**src/rtl/beep_driver.sv**
```systemverilog
// Turns one-cycle request pulses into timed buzzer tones, queuing overlapping requests.
// Define BEEP_ACTIVE_LOW_EN to invert the beep pin for a PNP-driven buzzer.
module beep_driver #(
    parameter logic [23:0] TONE_HALF = 24'd12_499,
    parameter logic [23:0] BEEP_LEN  = 24'd4_999_999,
    parameter logic [23:0] GAP_LEN   = 24'd2_499_999,
    parameter logic [1:0]  PEND_MAX  = 2'd3
) (
    input  logic       sys_clk,
    input  logic       sys_rst,
    input  logic       beep_req,
    input  logic       cancel,
    output logic       beep,
    output logic       busy,
    output logic [1:0] pend_cnt,
    output logic       req_drop
);

`ifdef BEEP_ACTIVE_LOW_EN
    localparam logic BEEP_IDLE = 1'b1;
`else
    localparam logic BEEP_IDLE = 1'b0;
`endif

    typedef enum logic [1:0] {IDLE, TONE, GAP} state_t;

    state_t      state_q, state_d;
    logic [23:0] dur_q, dur_d;
    logic [23:0] half_q, half_d;
    logic        beep_q, beep_d;
    logic [1:0]  pend_q, pend_d;
    logic        drop_q, drop_d;

    always_comb begin
        state_d = state_q;
        dur_d   = dur_q;
        half_d  = half_q;
        beep_d  = beep_q;
        pend_d  = pend_q;
        drop_d  = 1'b0;

        if (cancel) begin
            state_d = IDLE;
            dur_d   = 24'd0;
            half_d  = 24'd0;
            beep_d  = BEEP_IDLE;
            pend_d  = 2'd0;
        end else begin
            case (state_q)
                IDLE: begin
                    if (beep_req) begin
                        state_d = TONE;
                        dur_d   = 24'd0;
                        half_d  = 24'd0;
                        beep_d  = ~BEEP_IDLE;
                    end
                end
                TONE: begin
                    if (beep_req) begin
                        if (pend_q < PEND_MAX) pend_d = pend_q + 2'd1;
                        else                   drop_d = 1'b1;
                    end
                    if (dur_q == BEEP_LEN) begin
                        state_d = GAP;
                        dur_d   = 24'd0;
                        half_d  = 24'd0;
                        beep_d  = BEEP_IDLE;
                    end else begin
                        dur_d = dur_q + 24'd1;
                        if (half_q == TONE_HALF) begin
                            half_d = 24'd0;
                            beep_d = ~beep_q;
                        end else begin
                            half_d = half_q + 24'd1;
                        end
                    end
                end
                GAP: begin
                    beep_d = BEEP_IDLE;
                    if (dur_q == GAP_LEN) begin
                        dur_d  = 24'd0;
                        half_d = 24'd0;
                        // A request landing on a dequeue cancels out (+1 -1).
                        if (pend_q != 2'd0) begin
                            state_d = TONE;
                            beep_d  = ~BEEP_IDLE;
                            if (!beep_req) pend_d = pend_q - 2'd1;
                        end else if (beep_req) begin
                            state_d = TONE;
                            beep_d  = ~BEEP_IDLE;
                        end else begin
                            state_d = IDLE;
                        end
                    end else begin
                        dur_d = dur_q + 24'd1;
                        if (beep_req) begin
                            if (pend_q < PEND_MAX) pend_d = pend_q + 2'd1;
                            else                   drop_d = 1'b1;
                        end
                    end
                end
                default: begin
                    state_d = IDLE;
                    beep_d  = BEEP_IDLE;
                end
            endcase
        end
    end

    always_ff @(posedge sys_clk or posedge sys_rst) begin
        if (sys_rst) begin
            state_q <= IDLE;
            dur_q   <= 24'd0;
            half_q  <= 24'd0;
            beep_q  <= BEEP_IDLE;
            pend_q  <= 2'd0;
            drop_q  <= 1'b0;
        end else begin
            state_q <= state_d;
            dur_q   <= dur_d;
            half_q  <= half_d;
            beep_q  <= beep_d;
            pend_q  <= pend_d;
            drop_q  <= drop_d;
        end
    end

    assign beep     = beep_q;
    assign busy     = (state_q != IDLE);
    assign pend_cnt = pend_q;
    assign req_drop = drop_q;

endmodule
```
**config.mk**
```make
export PLATFORM = sky130hd
export DESIGN_NAME = beep_driver
export DESIGN_NICKNAME = d
export VERILOG_FILES = /design/src/rtl/beep_driver.sv
export SDC_FILE = /design/constraint.sdc
export NUM_CORES = 1
export LEC_CHECK = 0
export CORE_ASPECT_RATIO = 0.5
export CORE_MARGIN = 5
export CORE_UTILIZATION = 66
export CTS_CLUSTER_DIAMETER = 80
export DETAILED_ROUTE_END_ITERATION = 10
export GPL_ROUTABILITY_DRIVEN = 0
export PLACE_DENSITY = 0.85
export SYNTH_ARGS = -nofsm -noshare
export SYNTH_HDL_FRONTEND = slang
export SYNTH_SLANG_ARGS = --single-unit
```
**constraint.sdc**
```tcl
create_clock -name sys_clk -period 5.3 [get_ports sys_clk]
set_input_delay 0.795 -clock sys_clk [delete_from_list [all_inputs] [get_ports sys_clk]]
set_output_delay 0.795 -clock sys_clk [all_outputs]
set_load 0.005 [all_outputs]
```
==> summary.txt <==
Run status
  • Status: finished clean

Synthesis
  • Sequential share of the synthesized area: 0.4225
  • Syn_nets: ~360
  • Async SR Flop Fraction: 1.000
  • Register bit count reported by yosys: 54
  • Post-Synthesis Cells: 347
  • Synth Warn #: 0
  • Number of synthesized flops with an enable pin: 0
  • Top FF cell, synth: dfrtp_1
  • Synth Cell Area: 3198 µm²
  • Syn avg cell area: 9.216 µm²
  • Synth cell types: 54

Worst setup path
  • Worst EP arrival: between 3 and 4 ns
  • Reg2Reg Depth: 7
  • Delay-heaviest family, CP: simple AND/OR/NAND/NOR gates
  • Top cell by count, worst path: nor2_1
  • Crit. End Element: flip-flop
  • Last element of the critical path: half_q[7]
  • Crit Path Class: in2reg
  • Reg-to-reg slack, setup: 2.45 ns
  • CP cell instances: clkdlybuf4s50_1, nor4_1, nor2_1, and2_0, and2_1, nor2_1
  • Crit start category: primary input
  • Crit path buf inv count: 1
  • WP data required: 5.55 ns
  • Critical path's slowest cell: nor4_1
  • R2R Path Start: dur_q[0]
  • Crit Path Max Fanout: 12
  • R2R Path End: half_q[7]
  • Slowest stage delay, CP: between 0.6 and 0.7 ns
  • Crit. Startpoint: cancel
  • Critical path depth: 6

Power
  • Peak VDD IR: 0.1263 mV
  • Internal power: 0.6414 mW
  • Reg power frac: 0.445
  • P_sw: 0.3663 mW
  • Power per Cell Area: 296.7 nW/µm²
  • Clk pwr share: 0.227
  • Lkg Pwr: 1.446 nW
  • Overall Power: 1.008 mW
  • Switching portion of total power: 0.3635
  • Power share of the combinational group: 0.328

Clocking
  • CTS buffer count: 5
  • Gates resized, CTS repair: 0
  • CTS Hold Buffers Added: 0
  • CTS sink cnt: 54
  • Clk slew on worst S/H paths: 0.10 ns
  • Post-CTS setup buffers: 0
  • H-tree Lvls: 2
  • CTS tree: built
  • Clock Latency Late Sink: 0.31 ns
  • Clock buffer depth: 2
  • Clock Tree Root: clkbuf_8

Floorplan
  • Die Area: 6422 µm²
  • Core area: around 4500 µm²
  • Die H: between 50 and 60 µm
  • Io pins: 9
  • Die Width: 108.4 µm
  • FP Rows: 17
  • Initial Util: 0.7059

Global route
  • Routing usage on met3: 0.04570
  • Grt peak-use layer: met2
  • GRT Total Usage: 0.2206
  • Initial antenna violation count: 0
  • Met1 usage: 0.2856
  • Largest net degree at the start of global routing: 55
  • Routing usage on met2: 0.3775
  • GRT overflow: 0
  • Vias in the first global route: about 2.5k
  • First-pass GRT wire length: 11,270 µm

Finish
  • Commonest cells after routing, fill and taps aside: dfrtp_1, nor2_1, nand2_1, xor2_1, nand4_1
  • Most common cell after layout, fill and taps aside: dfrtp_1
  • Nets@finish: 366
  • Area delta synth->final: 6.221%
  • Number of antenna diodes: 0
  • Share of cells above drive strength 1: 0.05682

Routing
  • WL/cell: 15.68 µm
  • Drt drc: 0
  • Routed Antenna Nets: 0
  • Vias per cell: 6.074
  • Final WL: 6553 µm
  • Via count: 2,539
  • Initial drt markers: around 150
  • DRT Pass-1 Iters: 5

Timing
  • Final setup fails: 0
  • Final Max Slew Viols: 0
  • Fmax: ~0.34 GHz
  • Hold Fails Final Rpt: 0
  • RSZ-0062 raised after global routing: false
  • Min Clock Period, post-route: 2.937 ns
  • Clock Skew: 0.01116 ns
  • TNS Setup: 0 ns
  • Period utilization: 0.5542
  • Measured slew at the worst slew-check pin: 1.096 ns
  • Rel. slew slack: 0.2682

Flow run
  • # Max-Cap Violations: 0

Placed design
  • Hpwl dp: 4673 µm
  • Count of port buffers added during placement: 8

Worst hold path
  • Worst Hold Depth: 1
  • Worst hold path type: reg2reg
## logic make-up after synthesis
family,share of synthesized area
DFF,0.4225
buffers and inverters,0.03208
adders and majority gates,0.04304
and+or+nand+nor,0.3013
muxes,0.01017
xor gates and xnor gates,0.08764
AOI/OAI and AO/OA,0.1033
## synthesized netlist by cell type (2+ instances only)
master / instances / area share
o21ai_1: 7 / 0.011
or4_1: 2 / 0.0047
clkbuf_1: 6 / 0.0070
nand4b_1: 3 / 0.0082
nor2_1: 50 / 0.059
ha_1: 11 / 0.043
o2bb2ai_1: 3 / 0.0082
nor4_2: 2 / 0.0078
a21oi_1: 5 / 0.0078
nor2b_1: 5 / 0.0098
buf_2: 4 / 0.0063
inv_1: 12 / 0.014
and4b_1: 2 / 0.0063
nand3b_1: 2 / 0.0047
and2_1: 7 / 0.014
nand2_1: 29 / 0.034
dfrtp_1: 54 / 0.42
nand2b_1: 4 / 0.0078
a22o_1: 9 / 0.025
o21ai_0: 11 / 0.017
xor2_1: 20 / 0.055
and3_1: 14 / 0.027
nand3_1: 11 / 0.017
mux2_2: 2 / 0.0070
nor4b_1: 2 / 0.0055
nand4_1: 17 / 0.033
nor4b_2: 2 / 0.0094
xnor2_1: 12 / 0.033
nor3_1: 10 / 0.016
nor4_1: 3 / 0.0059
nor3b_1: 3 / 0.0070
## worst min path at each step
stage               from         to  slack, ns
3_5_place_dp        beep       beep       0.52
2_1_floorplan   dur_q[1]   dur_q[1]       0.49
4_1_cts             beep       beep       0.54
5_1_grt        half_q[1]  half_q[1]       0.57
3_3_place_gp    dur_q[1]   dur_q[1]       0.50
6_report            beep       beep       0.54
## worst register-to-register path, stage by stage, from the launching register on
cell and delay (ns):
dfrtp_1 0.43, ha_1 0.19, nor4b_2 0.21, nand4_2 0.21, o21ai_1 0.73, and2_0 0.49
and2_1 0.39, nor2_1 0.09
## sequential cells by signal, indices dropped and copies added (netlist names)
| name | flops |
|---|---|
| state_q | 2 |
| pend_cnt | 2 |
| req_drop | 1 |
| half_q | 24 |
| dur_q | 24 |
| beep | 1 |
## per-layer routing
metal | up-vias | part of all wire
met4 | 0 | 0.012
met1 | 1246 | 0.46
li1 | 1225 | -
met3 | 9 | 0.042
met2 | 59 | 0.49
met5 | - | 0
## cell type report
cell class	count	area (µm²)
timing repair buffer	9	87.58
fill	325	1134
multi-input combinational	269	1744
clock buffer	6	72.57
inverter	12	45.04
clock inverter	2	13.76
sequential	54	1351
tap	66	82.58
## power by group through the flow
stage	Sequential, mW	Clock, mW	Combinational [mW]
after floorplan	0.452	0	0.252
after global placement	0.454	0	0.318
after detailed placement	0.456	0	0.331
after CTS	0.448	0.232	0.331
after global routing	0.451	0.252	0.368
final	0.449	0.228	0.331
## metrics by stage
stage / utilization / hold slack (ns) / area (µm²) / worst slack [ns] / cells
after floorplan: - / 0.4875 / 3198 / 2.985 / 347
after global placement: 0.7307 / 0.5028 / 3311 / 2.138 / 410
after detailed placement: 0.7307 / 0.5201 / 3311 / 2.051 / 410
after CTS: 0.7498 / 0.5444 / 3397 / 2.383 / 418
after global routing: 0.7498 / 0.5723 / 3397 / 2.218 / 418
final: 0.7498 / 0.5432 / 3397 / 2.363 / 418
(Power assumes the default switching activity.)
